`config.mk`:
```
export PLATFORM = sky130hd
export DESIGN_NAME = pwm_audio_squelch
export DESIGN_NICKNAME = d
export VERILOG_FILES = /design/src/rtl/pwm_audio_pkg.sv /design/src/rtl/squelch_fsm.sv /design/src/rtl/pwm_audio_squelch.sv
export SDC_FILE = /design/constraint.sdc
export NUM_CORES = 1
export LEC_CHECK = 0
export ABC_AREA = 0
export BUFFER_PORTS_ARGS = -buffer_cell sky130_fd_sc_hd__buf_2
export CELL_PAD_IN_SITES_DETAIL_PLACEMENT = 0
export CELL_PAD_IN_SITES_GLOBAL_PLACEMENT = 1
export CORE_MARGIN = 1
export CORE_UTILIZATION = 40
export CTS_BUF_LIST = sky130_fd_sc_hd__clkbuf_8
export CTS_CLUSTER_DIAMETER = 30
export CTS_CLUSTER_SIZE = 40
export DETAILED_ROUTE_END_ITERATION = 12
export GPL_TIMING_DRIVEN = 0
export PLACE_DENSITY_LB_ADDON = 0.2
export SLEW_MARGIN = 30
export SYNTH_ARGS = -nofsm -noshare
export SYNTH_HDL_FRONTEND = slang
export SYNTH_SLANG_ARGS = --single-unit
```
`constraint.sdc`:
```
create_clock -name oscclk -period 3.4 [get_ports oscclk]
set_input_delay 0.51 -clock oscclk [delete_from_list [all_inputs] [get_ports oscclk]]
set_output_delay 0.51 -clock oscclk [all_outputs]
set_load 0.05 [all_outputs]
```
`src/rtl/pwm_audio_pkg.sv`:
```
// rtl/pwm_audio_pkg.sv - shared types and helpers for the PWM audio squelch stage
package pwm_audio_pkg;

  typedef enum logic [1:0] {
    MUTED = 2'd0,
    OPEN  = 2'd1,
    HOLD  = 2'd2
  } squelch_state_t;

  function automatic int unsigned midscale(input int unsigned dw);
    return 32'd1 << (dw - 1);
  endfunction

endpackage

```
`src/rtl/squelch_fsm.sv`:
```
// rtl/squelch_fsm.sv - RSSI hysteresis squelch with programmable hold before muting
module squelch_fsm
  import pwm_audio_pkg::*;
#(
  parameter int RW = 32,
  parameter int HW = 16
) (
  input  logic          i_clk,
  input  logic          i_rst,
  input  logic [RW-1:0] i_rssi,
  input  logic          i_rssi_valid,
  input  logic [RW-1:0] i_open_thr,
  input  logic [RW-1:0] i_close_thr,
  input  logic [HW-1:0] i_hold_cycles,
  output logic          o_squelch_open
);

  squelch_state_t r_state, w_state_nxt;
  logic [HW-1:0]  r_hold, w_hold_nxt;
  logic           w_above_open, w_below_close, w_hold_exp;

  assign w_above_open  = i_rssi_valid && (i_rssi >= i_open_thr);
  assign w_below_close = i_rssi_valid && (i_rssi <  i_close_thr);
  assign w_hold_exp    = (r_hold == i_hold_cycles - HW'(1));

  always_ff @(posedge i_clk) begin
    if (i_rst) begin
      r_state <= MUTED;
      r_hold  <= '0;
    end else begin
      r_state <= w_state_nxt;
      r_hold  <= w_hold_nxt;
    end
  end

  always_comb begin
    w_state_nxt = r_state;
    w_hold_nxt  = r_hold;
    case (r_state)
      MUTED: if (w_above_open) w_state_nxt = OPEN;
      OPEN: begin
        if (w_below_close) begin
          w_state_nxt = (i_hold_cycles == '0) ? MUTED : HOLD;
          w_hold_nxt  = '0;
        end
      end
      HOLD: begin
        w_hold_nxt = r_hold + HW'(1);
        // A fresh strong reading takes priority over an expiring hold.
        if (i_rssi_valid && (i_rssi >= i_close_thr)) w_state_nxt = OPEN;
        else if (w_hold_exp)                         w_state_nxt = MUTED;
      end
      default: w_state_nxt = MUTED;
    endcase
  end

  assign o_squelch_open = (r_state != MUTED);

endmodule

```
`src/rtl/pwm_audio_squelch.sv`:
```
// rtl/pwm_audio_squelch.sv - multi-channel double-buffered PWM audio output with squelch mute
module pwm_audio_squelch
  import pwm_audio_pkg::*;
#(
  parameter int CH = 2,
  parameter int DW = 8,
  parameter int RW = 32,
  parameter int HW = 16
) (
  input  logic           oscclk,
  input  logic           rst,
  input  logic           pwm_enable,
  input  logic [RW-1:0]  rssi,
  input  logic           rssi_valid,
  input  logic [RW-1:0]  open_thr,
  input  logic [RW-1:0]  close_thr,
  input  logic [HW-1:0]  hold_cycles,
  input  logic [CH*DW-1:0] sample_in,
  input  logic           sample_valid,
  output logic           sample_ready,
  output logic [CH-1:0]  pwm_out,
  output logic           squelch_open,
  output logic           frame_strobe
);

  localparam logic [DW-1:0] MID     = DW'(midscale(DW));
  localparam logic [DW-1:0] CNT_MAX = '1;

  logic [DW-1:0] r_cnt;
  logic          r_shadow_full, r_mute, r_frame;
  logic          w_wrap, w_accept, w_open;

  assign w_wrap       = (r_cnt == CNT_MAX);
  assign sample_ready = ~r_shadow_full & ~rst;
  assign w_accept     = sample_valid & sample_ready;
  assign squelch_open = w_open;
  assign frame_strobe = r_frame;

  squelch_fsm #(.RW(RW), .HW(HW)) u_squelch (
    .i_clk          (oscclk),
    .i_rst          (rst),
    .i_rssi         (rssi),
    .i_rssi_valid   (rssi_valid),
    .i_open_thr     (open_thr),
    .i_close_thr    (close_thr),
    .i_hold_cycles  (hold_cycles),
    .o_squelch_open (w_open)
  );

  // Mute is latched only at wrap so a period is never cut short.
  always_ff @(posedge oscclk) begin
    if (rst) begin
      r_cnt         <= '0;
      r_shadow_full <= 1'b0;
      r_mute        <= 1'b1;
      r_frame       <= 1'b0;
    end else begin
      r_cnt   <= pwm_enable ? r_cnt + DW'(1) : '0;
      r_frame <= w_wrap;
      if (w_wrap) r_mute <= ~w_open;
      if (w_wrap)        r_shadow_full <= 1'b0;
      else if (w_accept) r_shadow_full <= 1'b1;
    end
  end

  for (genvar gi = 0; gi < CH; gi++) begin : g_ch
    logic [DW-1:0] w_sample, w_eff_duty;
    logic [DW-1:0] r_shadow, r_duty;
    logic          r_pwm;

    assign w_sample   = sample_in[gi*DW +: DW];
    assign w_eff_duty = r_mute ? MID : r_duty;
    assign pwm_out[gi] = r_pwm;

    always_ff @(posedge oscclk) begin
      if (rst) begin
        r_shadow <= '0;
        r_duty   <= MID;
        r_pwm    <= 1'b0;
      end else begin
        if (w_accept && !w_wrap) r_shadow <= w_sample;
        if (w_wrap) begin
          if (r_shadow_full) r_duty <= r_shadow;
          else if (w_accept) r_duty <= w_sample;
        end
        r_pwm <= pwm_enable & (r_cnt < w_eff_duty);
      end
    end
  end

endmodule

```
==> run metrics, run 1 <==
Setup Buffers After CTS=0; WS Path Type=input pin to flip-flop; Peak VDD IR=0.211 mV; critical path startpoint=rssi[13]; CTS tree=done; PostCTS Resize Cnt=0; Tot GR Track Use=19.3%; min cycle time layout=2980 ps; clk buf depth=2; Pwr Density=287 nW/um2; status=complete, no violations; diodes inserted=0; Clock Sinks=63; area of the multi-input gates=3470 um2; synth warn=0; syn_nets=858; setup ws final=425 ps; Final Hold Fails=0; r2r setup slk=830 ps; share of layout cells above drive strength 1=around 20%; Synth Flop Type=dfxtp_1; full die area=13,200 um2; RSZ-0062 raised after global routing=no; Port-buffer cells=136; Worst R2R Start=r_cnt[1]; FP Rows=40; nets=1,005; Worst EP required=3610 ps; Rel. slew slack=41.4%; R2R depth=8; Max Clk Rate=336 MHz; Clock Latency Late Sink=340 ps; share of the synthesized area in the top cell type=24.7%; Routed Antenna Nets=0; first-pass GRT wire length=20,700 um; DR WL/cell=13.1 um; crit path DAT=3190 ps; Post-synth EDFFs=0; clk root buf=clkbuf_8; vias in the first global route=4,595; clock skew=12.3 ps; largest net degree at the start of global routing=11; top post-synthesis cells by count=81 x ha_1, 73 x inv_1, 63 x dfxtp_1, 53 x nand2_1, 53 x nor2_1; Pre-antenna DRT Iters=5; critical path capture point type=flip-flop; Synth-to-Final Area Change=20.9%; CP max FO=10; max-slew violations=0; Final TNS setup=0 ps; hpwl dp=10,500 um; filler instances=~1,300; WL final=12,600 um; Netlist cell types=55; H-tree levels=3; register area=1260 um2; height of the die=115 um; sequential area share after synthesis=24.7%; Leak=between 2 and 3 nW; Max-Cap Viols=0; Num CTS Buffers=9; Setup WS pre-CTS=127 ps; via count=4,889; dpl cell area=6000 um2; post-route cell area=about 6200 um2; most common cell in the netlist=ha_1; clock slew at reported path FFs=70 ps; Hold Buf Count CTS=0; flop and latch count out of synthesis=63; worst hold path type=input pin to flip-flop; grt ovf=0; io pins=138; Least-Margin Pin Slew=between 800 and 900 ps; Synth Cell Area=about 5000 um2; Initial DRC Count=around 260; Post-Synthesis Cells=644; Post-synth ARST share=0%; RePlAce Congestion=0.789; final setup fails=0; Initial Util=41.9%; Setup crit end=u_squelch.r_hold[2]; area of the core=between 10,000 and 15,000 um2; vias per cell=5.08; crit share post-route=87.5%; syn avg cell area=between 7 and 8 um2; Die X=~120 um; top cells by area, synth=dfxtp_1 25%, ha_1 20%, inv_1 5.4%; cell taking the most area after synthesis=dfxtp_1; Reg2Reg Capture Point=g_ch[0].r_duty[2]; drt drc=0; startpoint types=input pin; initial antenna violation count=0
-- how the worst min path moves through the flow --
stage / slack (ps) / depth (start not counted) / from / to
detailed placement: 450 / 2 / g_ch[1].r_shadow[6] / g_ch[1].r_shadow[6]
global placement: 440 / 2 / g_ch[0].r_shadow[1] / g_ch[0].r_shadow[1]
finish: 410 / 3 / sample_in[10] / g_ch[1].r_shadow[2]
CTS: 400 / 3 / sample_in[2] / g_ch[0].r_shadow[2]
global route: 420 / 3 / sample_in[15] / g_ch[1].r_shadow[7]
floorplan: 430 / 1 / r_cnt[0] / r_cnt[0]
-- cell families (layout without fill, tap and decap cells) --
group / count (synthesis) / count (layout) / synth area share (%)
and+or+nand+nor: 206 / 206 / 19.9
DFF: 63 / 63 / 24.7
muxes: 23 / 23 / 4.55
adders and majority gates: 81 / 81 / 19.8
AOI/OAI and AO/OA: 151 / 151 / 19.9
xor gates and xnor gates: 22 / 22 / 3.77
buffers and inverters: 98 / 249 / 7.39
-- registers in the layout (all words and copies together), names as in the netlist --
signal / cells
g_ch.r_shadow: 16
g_ch.r_pwm: 2
r_cnt: 8
frame_strobe: 1
r_mute: 1
u_squelch.r_state: 2
r_shadow_full: 1
g_ch.r_duty: 16
u_squelch.r_hold: 16
-- placed cells by master, fill, tap and decap left out, drive strengths merged, types with 3 or more instances in the layout --
cell and n:
xnor2 12, o21ai 16, xor2 10, inv 75, a31oi 5, o31ai 4
ha 81, nor4 3, nand4 14, nand2 53, and3 3, nand3b 3
or4 3, o211a 3, nor2b 6, a21o 24, a211oi 19, a211o 3
a21oi 46, clkbuf 28, nand2b 20, mux2i 21, a311oi 10, dfxtp 63
nor3 15, or3 4, nand3 19, nor2 53, buf 142, and4 3
o21a 4
-- power breakdown --
part	internal (mW)	switching [mW]	total (mW)
Sequential	0.752	0.00919	0.761
Combinational	0.186	0.221	0.406
Clock	0.326	0.279	0.605
Total	1.26	0.509	1.77
-- routing by layer --
| layer | vias to the layer above | global-route usage, % | wire, um |
|---|---|---|---|
| met5 | - | 0 | 0 |
| met4 | 0 | 4.94 | 70 |
| met3 | 4 | 3.43 | 772 |
| met2 | 137 | 32.8 | 5680 |
| met1 | 2173 | 25.2 | 6120 |
| li1 | 2575 | - | - |
-- stage by stage --
| step | total power, mW | util, % | hold slack, ps | cells |
|---|---|---|---|---|
| after global routing | 1.88 | 50.6 | 422 | 963 |
| final | 1.77 | 50.6 | 413 | 963 |
| after detailed placement | 1.19 | 49.1 | 448 | 948 |
| after CTS | 1.79 | 50.6 | 400 | 963 |
| after floorplan | 1.02 | - | 434 | 644 |
| after global placement | 1.17 | 49.1 | 441 | 948 |
-- critical path, stage by stage --
cell and delay [ps]:
buf_2 120, ha_1 310, a21o_1 180, a21o_1 170, a221o_1 290, o31a_1 290
o31ai_1 720, buf_2 370, o211a_1 180, nor3_1 50
-- area by class of cell --
type	instances	share of cell area (%)
repair buffers	136	11.0
plain buffers	25	1.68
well taps	168	3.40
inverters	73	4.43
multi-input cells	483	56.2
clock inverters	6	0.891
flip-flops and latches	63	20.4
clock buffers	9	2.00
No activity file was read; power rests on OpenSTA's default activity.
==> run 2, diff against run 1 <==
Settings changed: PLACE_DENSITY_LB_ADDON 0.2 to 0.08, REMOVE_ABC_BUFFERS from default to 1.
==> run 2 against run 1 <==
Register-to-register slack improved by 330 ps. Cell area down 1.2%. Final cell count is 2.4% lower. Largest cell class unchanged. Largest power group unchanged.
==> run metrics, run 2 (synthesis gave the netlist of run 1 again) <==
hpwl dp=9960 um (was 10,500 um); clock slew at reported path FFs=70 ps (about the same); nets=981 (was 1,005); initial antenna violation count=1 (was 0); Layout Utilization=50.0% (was 50.6%); Final Hold Fails=0 (unchanged); full die area=13,200 um2 (unchanged); most common cell after layout, fill and taps aside=buf_2 (unchanged); Die X=115 um (unchanged); RePlAce Congestion=0.843 (was 0.789); clk root buf=clkbuf_8 (unchanged); height of the die=115 um (unchanged); Least-Margin Pin Slew=766 ps (was 872 ps); share of layout cells above drive strength 1=21.0% (was 20.4%); WS Path Type=input pin to flip-flop (unchanged); DR WL/cell=13.0 um (was 13.1 um); drt drc=0 (unchanged); Max-Cap Viols=0 (unchanged); Pre-antenna DRT Iters=4 (was 5); Initial Util=41.9% (unchanged); critical path capture point type=flip-flop (unchanged); vias in the first global route=4,514 (was 4,595); CP max FO=15 (was 10); crit path DAT=2850 ps (was 3190 ps); RSZ-0062 raised after global routing=no (unchanged); Pwr Density=285 nW/um2 (was 287 nW/um2); Max Clk Rate=381 MHz (was 336 MHz); largest registers=g_ch.r_duty x16, g_ch.r_shadow x16, u_squelch.r_hold x16 (unchanged); CP max-delay cell=o31ai_4 (was o31ai_1); Clock Latency Late Sink=330 ps (was 340 ps); Initial DRC Count=142 (was 262); Tot GR Track Use=19.5% (was 19.3%); Clock Sinks=63 (unchanged); via count=4,845 (was 4,889); WL final=12,300 um (was 12,600 um); status=complete, no violations (unchanged); Synth-to-Final Area Change=19.5% (was 20.9%); Routed Antenna Nets=0 (unchanged); largest net degree at the start of global routing=56 (was 11); PostCTS Resize Cnt=0 (unchanged); Worst path max stage delay=580 ps (was 720 ps); Worst EP required=3630 ps (was 3610 ps); FP Rows=40 (unchanged); io pins=138 (unchanged); H-tree levels=3 (unchanged); Port-buffer cells=137 (was 136); worst hold path type=input pin to flip-flop (unchanged); Rel. slew slack=47.6% (was 41.4%); final setup fails=0 (unchanged); max-slew violations=0 (unchanged); clk buf depth=2 (unchanged); area of the core=12,200 um2 (unchanged); cells along the critical path=buf_2 > ha_1 > a21o_1 > a21o_1 > a221o_1 > o31a_1 > o31ai_4 > a21oi_1 > o21ba_2 (was buf_2 > ha_1 > a21o_1 > a21o_1 > a221o_1 > o31a_1 > o31ai_1 > buf_2 > o211a_1 > nor3_1); vias per cell=5.15 (was 5.08); filler instances=1,260 (was 1,269); most frequent cells in the layout=136 x buf_2, 81 x ha_1, 76 x inv_1, 62 x dfxtp_1, 53 x nand2_1 (was 138 x buf_2, 81 x ha_1, 75 x inv_1, 63 x dfxtp_1); min cycle time layout=2620 ps (was 2980 ps); startpoint types=input pin (unchanged); critical path startpoint=rssi[13] (unchanged); hold path startpoint=sample_in[10] (unchanged); Worst R2R Start=r_cnt[1] (unchanged); Setup Buffers After CTS=0 (unchanged); Num CTS Buffers=9 (unchanged); crit share post-route=77.2% (was 87.5%); CTS tree=done (unchanged); Leak=2.88 nW (was 2.91 nW); grt ovf=0 (unchanged); first-pass GRT wire length=20,500 um (was 20,700 um); Pwr Total=1.74 mW (was 1.77 mW); Hold Buf Count CTS=0 (unchanged); Peak VDD IR=0.152 mV (was 0.211 mV); clock skew=7.78 ps (was 12.3 ps); most used cell, CP=a21o_1
[run 2: changes by cell type in the layout (fill, tap and decap cells not counted), moves of 2 or more]
cell,previous run,this run
clkbuf_1,19,0
buf_2,138,136
clkinv_2,2,0
buf_1,2,0
clkbuf_8,9,12
[run 2: layout make-up]
cell class	instances	area (um2)	area share [%]
clock buffers	12	165	2.70
diodes	1	2.50	0.0410
clock inverters	3	11.3	0.184
well taps	168	210	3.44
inverters	73	274	4.48
flip-flops and latches	63	1260	20.7
repair buffers	137	688	11.3
multi-input cells	483	3500	57.2
[run 2: layer usage]
| metal | GRT usage (%) | part of all wire, % | wire [um] | vias to the layer above |
|---|---|---|---|---|
| met5 | 0 | 0 | 0 | - |
| met4 | 5.89 | 1.9 | 231 | 0 |
| met3 | 3.85 | 3.4 | 414 | 20 |
| met2 | 33.7 | 48 | 5830 | 103 |
| met1 | 24.4 | 47 | 5780 | 2182 |
| li1 | - | - | - | 2540 |
[run 2: worst paths after layout]
check	slack, ps	cells past startpoint	endpoint
worst max-delay path	780	9	u_squelch.r_hold[4]
worst min-delay path	420	3	g_ch[1].r_shadow[2]
worst max register to register	1160	8	g_ch[0].r_duty[7]
worst min register to register	450	2	g_ch[0].r_shadow[3]
[run 2: power by group]
| part | switching, mW | internal, mW |
|---|---|---|
| sequential | 0.0163 | 0.752 |
| combinational | 0.212 | 0.182 |
| clock | 0.269 | 0.313 |
[run 2: through the flow]
stage	setup slack, ps	instance area [um2]	instances	setup TNS (ps)	hold WS [ps]
6_report	775	6110	940	0	421
5_1_grt	645	6110	940	0	400
4_1_cts	800	6100	939	0	407
3_5_place_dp	440	5930	924	0	446
3_3_place_gp	-410	5900	924	-4770	441
2_1_floorplan	357	5010	619	0	430
[run 2: worst max-delay path, delay by kind of cell]
kind | cells | cell delay [ps]
fa+ha+maj | 1 | 300
buf+inv | 1 | 120
compound gates | 7 | 1910
==> run 3, diff against run 2 <==
Settings changed: CORE_UTILIZATION 40 to 36.
Clock period 3.4 ns to 2.2 ns, I/O delays scaled along.
==> run 3 against run 2 <==
Final cell count is 2.9% higher. Sequential share of layout area is 1.6 points lower. Routed wire length rose by 11%. Core utilization shrank 2.0 points. Largest cell class unchanged. Highest routed layer unchanged.
==> run metrics, run 3 (synthesis gave the netlist of run 1 again) <==
Peak VDD IR=0.222 mV (was 0.152 mV); max-slew violations=0 (unchanged); critical path capture point type=flip-flop (unchanged); Final Hold Fails=0 (unchanged); Worst path max stage delay=340 ps (was 580 ps); share of layout cells above drive strength 1=30.1% (was 21.0%); Non-Filler Instances=967 (was 940); register area=1270 um2 (was 1260 um2); Initial Util=36.8% (was 41.9%); met1 Resource Use GR=22.1% (was 24.4%); initial antenna violation count=2 (was 1); cells along the critical path=buf_6 > inv_4 > ha_4 > a21o_1 > a21o_1 > a221o_1 > o31a_1 > o31ai_4 > clkbuf_16 > a21oi_2 > o21ba_2 (was buf_2 > ha_1 > a21o_1 > a21o_1 > a221o_1 > o31a_1 > o31ai_4 > a21oi_1 > o21ba_2); drt drc=0 (unchanged); R2R depth=7 (was 8); WL final=13,600 um (was 12,300 um); WS Path Type=input pin to flip-flop (unchanged); grt ovf=0 (unchanged); Pwr Density=433 nW/um2 (was 285 nW/um2); Max Clk Rate=approximately 460 MHz; Worst EP required=2450 ps (was 3630 ps); tightest hold margin=221 ps (was 421 ps); Routed Antenna Nets=0 (unchanged); FP Rows=43 (was 40); H-tree levels=3 (unchanged); CTS tree=done (unchanged); Worst R2R Start=u_squelch.r_hold[6] (was r_cnt[1]); crit path DAT=2430 ps (was 2850 ps); Tot GR Track Use=18.0% (was 19.5%); full die area=14,700 um2 (was 13,200 um2); CP max FO=7 (was 15); most used cell, CP=a21o_1 (unchanged); RSZ-0062 raised after global routing=yes (was no); clock skew=16.3 ps (was 7.78 ps); via count=4,899 (was 4,845); area of the multi-input gates=3850 um2 (was 3500 um2); GR peak layer=met2 (unchanged); clk root buf=clkbuf_8 (unchanged); min cycle time layout=2180 ps; first-pass GRT wire length=21,100 um (was 20,500 um); Max-Cap Viols=0 (unchanged); Placed Instances=936 (was 924); post-route cell area=6670 um2 (was 6110 um2); filler instances=1,409 (was 1,260); Rel. slew slack=56.3% (was 47.6%); clk buf depth=2 (unchanged); clock slew at reported path FFs=90 ps (was 70 ps); Hold Buf Count CTS=0 (unchanged); hold path startpoint=sample_in[9] (was sample_in[10]); CP max-delay cell=o31a_1 (was o31ai_4); Final TNS setup=0 ps (unchanged); io pins=138 (unchanged); RePlAce Congestion=0.834 (was 0.843); Num CTS Buffers=9 (unchanged); nets=994 (was 981); final setup fails=0 (unchanged); most frequent cells in the layout=131 x buf_2, 69 x ha_1, 65 x inv_1, 57 x dfxtp_1 (was 136 x buf_2, 81 x ha_1, 76 x inv_1, 62 x dfxtp_1, 53 x nand2_1); crit share post-route=~99%; GRT met3 Usage=3.43% (was 3.85%); Clock Latency Late Sink=350 ps (was 330 ps); vias per cell=5.07 (was 5.15); DR WL/cell=14.1 um (was 13.0 um); Port-buffer cells=137 (unchanged); dpl cell area=5940 um2 (was 5930 um2); Clock Sinks=63 (unchanged); largest net degree at the start of global routing=56 (unchanged); largest registers=g_ch.r_duty x16, g_ch.r_shadow x16, u_squelch.r_hold x16 (unchanged); area of the core=13,900 um2 (was 12,200 um2); Initial DRC Count=132 (was 142); most common cell after layout, fill and taps aside=buf_2 (unchanged); Leak=2.99 nW (was 2.88 nW); Least-Margin Pin Slew=656 ps (was 766 ps); critical path startpoint=close_thr[13] (was rssi[13]); startpoint types=input pin (unchanged); vias in the first global route=4,648 (was 4,514); height of the die=121 um (was 115 um); status=complete, no violations (unchanged); Pre-antenna DRT Iters=4 (unchanged); Die X=121 um (was 115 um); Synth-to-Final Area Change=30.5% (was 19.5%); worst hold path type=input pin to flip-flop (unchanged); hpwl dp=10,200 um (was 9960 um); GR Util met2=32.7% (was 33.7%); cell count of the worst hold path=3 (unchanged)
==> run 3: per-layer routing <==
| layer | wire [um] | vias to the layer above | part of all wire (%) |
|---|---|---|---|
| li1 | - | 2565 | - |
| met3 | 373 | 12 | 2.7 |
| met1 | 6240 | 2238 | 46 |
| met4 | 129 | 0 | 0.95 |
| met2 | 6860 | 84 | 50 |
| met5 | 0 | - | 0 |
==> run 3: path summary, 6_finish.rpt <==
| path | slack, ps | end |
|---|---|---|
| setup / recovery | 20 | u_squelch.r_hold[4] |
| hold / removal | 220 | g_ch[1].r_shadow[1] |
| hold reg to reg | 450 | g_ch[0].r_shadow[4] |
| setup reg to reg | 140 | u_squelch.r_state[1] |
==> run 3: final cells by class <==
class / instances / area share [%]
diodes: 2 / 0.0750
clock buffers: 9 / 1.86
clock inverters: 7 / 1.11
inverters: 73 / 4.22
multi-input cells: 485 / 57.8
flip-flops and latches: 63 / 19.1
well taps: 180 / 3.38
repair buffers: 148 / 12.5
==> run 3: metrics by stage <==
step                util (%)  power, mW  setup slack, ps
finish                  48.1       2.89             16.1
CTS                     45.3       2.87            -62.5
floorplan                  -       1.56             -750
global route            48.1       3.06            -6.09
global placement        42.6       1.81            -1410
detailed placement      42.8       1.83             -576
==> run 3: where the power goes <==
part           switching (mW)  internal (mW)
logic                   0.371          0.330
registers              0.0255           1.16
clock network           0.484          0.522
total                   0.880           2.01
==> run 3: timing repair <==
item,in CTS,in global routing
pin swaps,3,24
buffers inserted,3,7
gates cloned,0,3
gates resized for setup,19,59
endpoints found under the setup margin,33,50
==> run 3: critical path: cells and delay by family <==
family / cells / cell delay [ps]
AO/OA/AOI/OAI: 7 / 1540
adder cells (fa/ha/maj): 1 / 190
buffers and inverters: 3 / 380
